--- config.mk ---
export PLATFORM = sky130hd
export DESIGN_NAME = regfile_writeback_queue
export DESIGN_NICKNAME = d
export VERILOG_FILES = /design/src/rtl/regfile_writeback_queue.sv
export SDC_FILE = /design/constraint.sdc
export NUM_CORES = 1
export LEC_CHECK = 0
export ABC_AREA = 1
export BUFFER_PORTS_ARGS = -buffer_cell sky130_fd_sc_hd__buf_4
export CAP_MARGIN = 0
export CORE_MARGIN = 2
export CORE_UTILIZATION = 50
export DETAILED_ROUTE_END_ITERATION = 16
export MAX_ROUTING_LAYER = met4
export PLACE_DENSITY = 0.7
export SETUP_SLACK_MARGIN = 0.2
export SLEW_MARGIN = 20
export SYNTH_ARGS = -nofsm -noshare
export SYNTH_HDL_FRONTEND = slang
export SYNTH_SLANG_ARGS = --single-unit
--- constraint.sdc ---
create_clock -name clock -period 7.4 [get_ports clock]
set_clock_uncertainty 0.2 [all_clocks]
set_input_delay 0.37 -clock clock [delete_from_list [all_inputs] [get_ports clock]]
set_output_delay 0.37 -clock clock [all_outputs]
set_load 0.01 [all_outputs]
--- src/rtl/regfile_writeback_queue.sv ---
// rtl/regfile_writeback_queue.sv - 4-entry writeback FIFO feeding the register file write ports
module regfile_writeback_queue (
  input  logic        clock,
  input  logic        reset,
  input  logic        inValid,
  output logic        inReady,
  input  logic [3:0]  dstE,
  input  logic [3:0]  dstM,
  input  logic [63:0] valE,
  input  logic [63:0] valM,
  input  logic        hold,
  input  logic        flush,
  output logic [3:0]  writeRegE,
  output logic [3:0]  writeRegM,
  output logic [63:0] writeDataE,
  output logic [63:0] writeDataM,
  input  logic [3:0]  qRegA,
  input  logic [3:0]  qRegB,
  output logic        busyA,
  output logic        busyB
);

  localparam logic [3:0] NoReg = 4'hF;

  logic [3:0]  fifoDstE [4];
  logic [3:0]  fifoDstM [4];
  logic [63:0] fifoValE [4];
  logic [63:0] fifoValM [4];
  logic [1:0]  head;
  logic [1:0]  tail;
  logic [2:0]  count;
  logic        push;
  logic        pop;
  logic [3:0]  entryValid;

  assign inReady = reset && (count != 3'd4);
  assign push    = inValid && inReady && !flush;
  assign pop     = (count != 3'd0) && !hold && !flush;

  always_ff @(posedge clock) begin
    if (push) begin
      fifoDstE[tail] <= dstE;
      fifoDstM[tail] <= dstM;
      fifoValE[tail] <= valE;
      fifoValM[tail] <= valM;
    end
  end

  always_ff @(posedge clock) begin
    if (!reset) begin
      count      <= 3'd0;
      head       <= 2'd0;
      tail       <= 2'd0;
      writeRegE  <= NoReg;
      writeRegM  <= NoReg;
      writeDataE <= 64'd0;
      writeDataM <= 64'd0;
    end else begin
      if (flush) begin
        count <= 3'd0;
        head  <= 2'd0;
        tail  <= 2'd0;
      end else begin
        if (push) tail <= tail + 2'd1;
        if (pop)  head <= head + 2'd1;
        case ({push, pop})
          2'b10:   count <= count + 3'd1;
          2'b01:   count <= count - 3'd1;
          default: count <= count;
        endcase
      end
      writeRegE <= NoReg;
      writeRegM <= NoReg;
      if (pop) begin
        // Same destination on both ports: the memory result is the architecturally later write.
        writeRegE  <= (fifoDstE[head] == fifoDstM[head]) ? NoReg : fifoDstE[head];
        writeRegM  <= fifoDstM[head];
        writeDataE <= fifoValE[head];
        writeDataM <= fifoValM[head];
      end
    end
  end

  function automatic logic regHit(input logic [3:0] q, input logic [3:0] d);
    return (q != NoReg) && (d == q);
  endfunction

  always_comb begin
    entryValid = 4'b0000;
    for (int i = 0; i < 4; i++) begin
      entryValid[i] = {1'b0, 2'(2'(i) - head)} < count;
    end
  end

  // Pending writes are anything still queued plus whatever is on the write ports this cycle.
  always_comb begin
    busyA = regHit(qRegA, writeRegE) || regHit(qRegA, writeRegM);
    busyB = regHit(qRegB, writeRegE) || regHit(qRegB, writeRegM);
    for (int i = 0; i < 4; i++) begin
      if (entryValid[i]) begin
        if (regHit(qRegA, fifoDstE[i]) || regHit(qRegA, fifoDstM[i])) busyA = 1'b1;
        if (regHit(qRegB, fifoDstE[i]) || regHit(qRegB, fifoDstM[i])) busyB = 1'b1;
      end
    end
  end

endmodule

# After elaboration in Yosys (flattened, before gate mapping)
# Memories as Yosys holds them, arrays and structs flattened. A register that Yosys moved wholly into a read port is not among the register bits.
# Index checks and enable logic that the tools add are counted.
op_classes:
  n_bitwise: 2
  n_div: 0
  addsub: 8
  magnitude_cmp: 4
  shifts: 0
  muxes: 23
  n_eq_ne: 26
  mul: 0
  n_reduce_logical: 44
op_table:
  columns: ["cell", "count"]
  rows:
  - ["$eq A4 B4 Y1", 21]
  - ["$logic_and A1 B1 Y1", 25]
  - ["$mux W1", 18]
  - ["$lt A2 B3 Y1", 4]
  - ["$logic_or A1 B1 Y1", 10]
  - ["$mux W2", 4]
  - ["$ne A4 B4 Y1 const B", 2]
  - ["$pmux W3 S2", 1]
  - ["$add A2 B1 Y2 const B", 2]
  - ["$logic_not A1 Y1", 4]
  - ["$sub A1 B2 Y2 const A", 2]
  - ["$sub A2 B2 Y2 const A", 2]
  - ["$add A3 B1 Y3 const B", 1]
  - ["$ne A3 B3 Y1 const B", 1]
  - ["$reduce_bool A3 Y1", 1]
  - ["$reduce_or A3 Y1", 1]
  - ["$sub A3 B1 Y3 const B", 1]
  - ["$eq A2 B1 Y1 const B", 1]
  - ["$eq A2 B2 Y1 const B", 1]
  - ["$not A1 Y1", 2]
  - ["$reduce_and A2 Y1", 1]
  - ["$reduce_bool A2 Y1", 1]
  - ["$reduce_or A2 Y1", 1]
word_totals:
  out_inout_bits: 139
  regBits: 15
  wordCells: 116
  inputBits: 149
  latch_bits: 0
  romBits: 0
  memories: 4
  ram_bits: 544
memory_table:
  columns: ["memory", "depth", "word_bits", "read_ports", "rd_ports_with_merged_regs", "write_ports", "line", "rtl"]
  rows:
  - ["fifoValE", 4, 64, 1, 1, 1, "27", "logic [63:0] fifoValE [4];"]
  - ["fifoValM", 4, 64, 1, 1, 1, "28", "logic [63:0] fifoValM [4];"]
  - ["fifoDstE", 4, 4, 5, 1, 1, "25", "logic [3:0] fifoDstE [4];"]
  - ["fifoDstM", 4, 4, 5, 1, 1, "26", "logic [3:0] fifoDstM [4];"]

# Longest topological paths before layout
depth:
  ltp_word: 11
  depth_mapped: 13
  mapped_depth_nobuf: 12

# Worst setup path before layout
# Ideal clock, no wire load.
synth_timing:
  kind: "input port to flip-flop"
  start: "input reset"
  end: "memory fifoDstE[0][0] (enable)"
  stages: 4
  setup_slack_ns: 0.036
  required_ns: 6.566
  n_path_buf: 0
  setup_ns: 0.634
  arrival_time_ns: 6.530
  cell_sequence: "inv_1 -> nor2_1 -> nand2_1 -> nor2_1"
synth_between:
  elab_chain_len: 5
synth_lines:
  columns: ["item", "line", "rtl"]
  rows:
  - ["start, declared", "4", "input logic reset,"]
  - ["$logic_and A1 B1 Y1", "36", "assign inReady = reset && (count != 3'd4);"]
  - ["$logic_and A1 B1 Y1 (2 in a row)", "37", "assign push = inValid && inReady && !flush;"]
  - ["$mux W1", "41", "if (push) begin"]
  - ["$mux W1 (not written as such)", "42", "fifoDstE[tail] <= dstE;"]
  - ["end, declared", "25", null]
# No other way between the ends.

# Final worst setup path
layout_timing:
  start: "register head[1]"
  end: "output busyB"
layout_between:
  elab_chain_len: 9
  elab_cells_between_ends: 15
  classes_between: "4 x add/sub; 4 x order compare; 7 x mux"
layout_lines:
  columns: ["item", "line", "rtl"]
  rows:
  - ["start, declared", "29", "logic [1:0] head;"]
  - ["start signal, assigned", "65", "if (pop) head <= head + 2'd1;"]
  - ["$sub A1 B2 Y2", "91", "entryValid[i] = {1'b0, 2'(2'(i) - head)} < count;"]
  - ["$lt A2 B3 Y1", "91", null]
  - ["$mux W1", "100", "if (entryValid[i]) begin"]
  - ["$mux W1", "102", "if (regHit(qRegB, fifoDstE[i]) || regHit(qRegB, fifoDstM[i])) busyB = 1'b1;"]
  - ["$mux W1", "100", null]
  - ["$mux W1", "102", null]
  - ["$mux W1", "100", null]
  - ["$mux W1", "102", null]
  - ["$mux W1 *", "100", null]
  - ["end, declared", "20", "output logic busyB"]
# Every way passes the cells marked *; elsewhere a longest branch is shown, timed or not.

==> flow_summary.yaml <==
floorplan:
  die-area_um2: 54100
  pin_count: 288
  initial_core_util: 0.507
  die-width_um: 233
  die_y_um: 233
  core_area_um2: 51500
  row_count: 83
sta:
  slew_headroom: 0.280
  tns_ps: 0
  fin_hold_ws_ps: 83.7
  worst_pin_slew_ps: 1080
  period_needed_ps: 4370
  setup_violations: 0
  rsz0062_at_grt: "false"
  post-route-period-util: 0.591
  fmax_ghz: 0.229
  hold_viol_final: 0
  slew_violations: 0
route:
  dr.pass1.iters: 7
  drc: 0
  ant_nets: 0
  first_iter_violations: 1454
  drt_wl_total_um: 65800
  wl_per_cell_um: 20.6
  vias_per_cell: 5.51
  vias: 17600
grt:
  grt_overflow: 0
  grt_pass1_vias: 17800
  grtUsageTotal: 0.251
  grt_max_degree: 260
  grt_pass1_wl_um: 99900
  antenna_found_initial: 16
pwr:
  net-switching-power_mw: 1.64
  combPwrFrac: 0.043
  internal-power_mw: 6.63
  p_clk_frac: 0.443
  p_seq_frac: 0.514
  peakVddDrop_v: 0.000226
  p_leak_nw: 12.5
  swShare: 0.198
  power_density_nw_per_um2: 253
yosys:
  ys_seq_elements: 689
  yosys_warnings: 0
  ys_types: 27
  syn_nets: 2214
  avgSynthCellArea_um2: 12.7
  synth_top_area_frac: 0.626
  synthTopCellsByArea: "edfxtp_1, dfxtp_1, a31oi_1"
  ys_seq_area_frac: 0.737
  syn-cell-area_um2: 26100
  synth_top_area_cell: "edfxtp_1"
  syn_inst: 2055
clock_tree:
  cts_tree: "done"
  cts.clk_slew.worst_paths_ps: 60
  htree_levels: 3
  cts_buffers: 69
  cts.sinks: 689
  clock_latency_ps: 600
  cts_max_path_buffers: 3
  cts_resized: 0
  ctsRootBufferMaster: "clkbuf_16"
finish:
  fin_area_um2: 32600
  fin_nets: 2605
  layout-drive-gt1-share: 0.170
  nFillCells: 3839
  syn_to_final_growth_pct: 24.9
  final_common_cell: "edfxtp_1"
  layout_common_cells: "edfxtp_1, buf_4, nand2_1"
place:
  place.gp.congestion: 0.895
  hpwl_um: 35800
  place_area_um2: 28700
  io_buffers: 287
worst_setup_path:
  endpoint_kind: "primary output"
  cp_cell_sequence: "buf_4 > nand2_1 > nand2_1 > inv_1 > ha_1 > a21oi_1 > or2_2 > nand2_1 > nand2_1 > nor2_1 > nor2_1 > buf_4"
  crit_arrival_ps: 3800
  worst_path_max_delay_cell: "buf_4"
  rrSetupSlack_ps: 3410
  crit_fanout: 75
  crit_buf_inv: 3
  critPathMostFrequentCell: "nand2_1"
  critical_path.top_delay_family: "buffers and inverters"
  cp_slowest_stage_delay_ps: 920
  crit_type: "flop to primary output"
  required_ps: 6830
  start_kind: "flop"
run:
  max_cap_violations: 0
outcome:
  status: "complete, no violations"
min_path:
  holdCritPathClass: "input pin to flop"
-- per-layer routing --
metal / vias up / GRT usage / routed length (um)
met2: 627 / 0.402 / 32000
met4: 0 / 0.0936 / 1620
met1: 8650 / 0.316 / 27500
met5: - / - / 0
met3: 102 / 0.0521 / 4640
li1: 8251 / - / -
-- cells in the mapped netlist --
library cell / instances
xor2_1: 32
nor4_1: 2
nor3_1: 2
a21oi_1: 15
ha_1: 9
a22oi_1: 128
nor2_2: 1
buf_6: 1
buf_2: 64
o211ai_1: 2
nand2_1: 260
dfxtp_1: 145
edfxtp_1: 544
nand3_1: 11
o21ai_1: 50
fa_1: 1
clkinv_1: 2
inv_1: 188
o21ai_0: 94
a31oi_1: 256
clkbuf_1: 49
or2_2: 2
buf_4: 10
nor3_4: 1
inv_2: 2
buf_1: 1
nor2_1: 183
-- what timing repair did --
item                                    CTS  global route
buffers inserted                          0             0
endpoints found under the setup margin    0             0
endpoints found under the hold margin   550             0
hold buffers                            138             0
-- worst paths after layout --
check | to | cells after the start | start
max | busyB | 12 | head[1]
min | writeDataM[18] | 3 | reset
max reg2reg | writeDataM[42] | 7 | head[1]
min reg2reg | writeDataE[22] | 2 | writeDataE[22]
-- power groups by stage --
| stage | registers [mW] | logic, mW | clock network [mW] |
|---|---|---|---|
| detailed placement | 4.33 | 0.293 | 0 |
| CTS | 4.25 | 0.357 | 3.70 |
| finish | 4.25 | 0.358 | 3.66 |
| global placement | 4.33 | 0.284 | 0 |
| floorplan | 4.34 | 0.119 | 0 |
| global route | 4.25 | 0.389 | 3.87 |
-- per-stage QoR --
stage           util  std cells  setup slack, ps  power, mW
6_report       0.633       3197             3030       8.26
4_1_cts        0.632       3179             2980       8.31
3_3_place_gp   0.558       2915             3410       4.61
2_1_floorplan      -       2055             36.0       4.46
3_5_place_dp   0.558       2915             3410       4.62
5_1_grt        0.633       3197             2770       8.50
-- cells by family after synthesis --
logic type               after synthesis  share of synthesized area
XOR/XNOR                              32                     0.0107
buffers and inverters                317                     0.0504
adder cells (fa/ha/maj)               10                    0.00508
AND/OR/NAND/NOR                      462                     0.0680
AO/OA/AOI/OAI                        545                      0.129
flip-flops                           689                      0.737
-- flip-flops by register name, summed over array words and instances, names as in the netlist, named ones only --
name / count
writeDataE: 64
fifoDstE: 16
writeDataM: 64
fifoValM: 256
tail: 2
count: 3
writeRegM: 4
fifoValE: 256
writeRegE: 4
head: 2
fifoDstM: 16
-- final cells by class --
| type | instances | area, um^2 | share of cell area |
|---|---|---|---|
| well taps | 680 | 851 | 0.0261 |
| inverters | 192 | 723 | 0.0222 |
| multi-input cells | 1049 | 5610 | 0.172 |
| diodes | 16 | 40.0 | 0.00123 |
| flip-flops and latches | 689 | 19200 | 0.590 |
| clock inverters | 23 | 367 | 0.0112 |
| repair buffers | 445 | 3740 | 0.115 |
| clock buffers | 103 | 2050 | 0.0628 |
-- worst min-delay path, cell delays in order --
cell	delay [ps]
buf_6	250
o21ai_0	150
a31oi_1	50
Note: power is estimated with default switching activity, not from simulation.
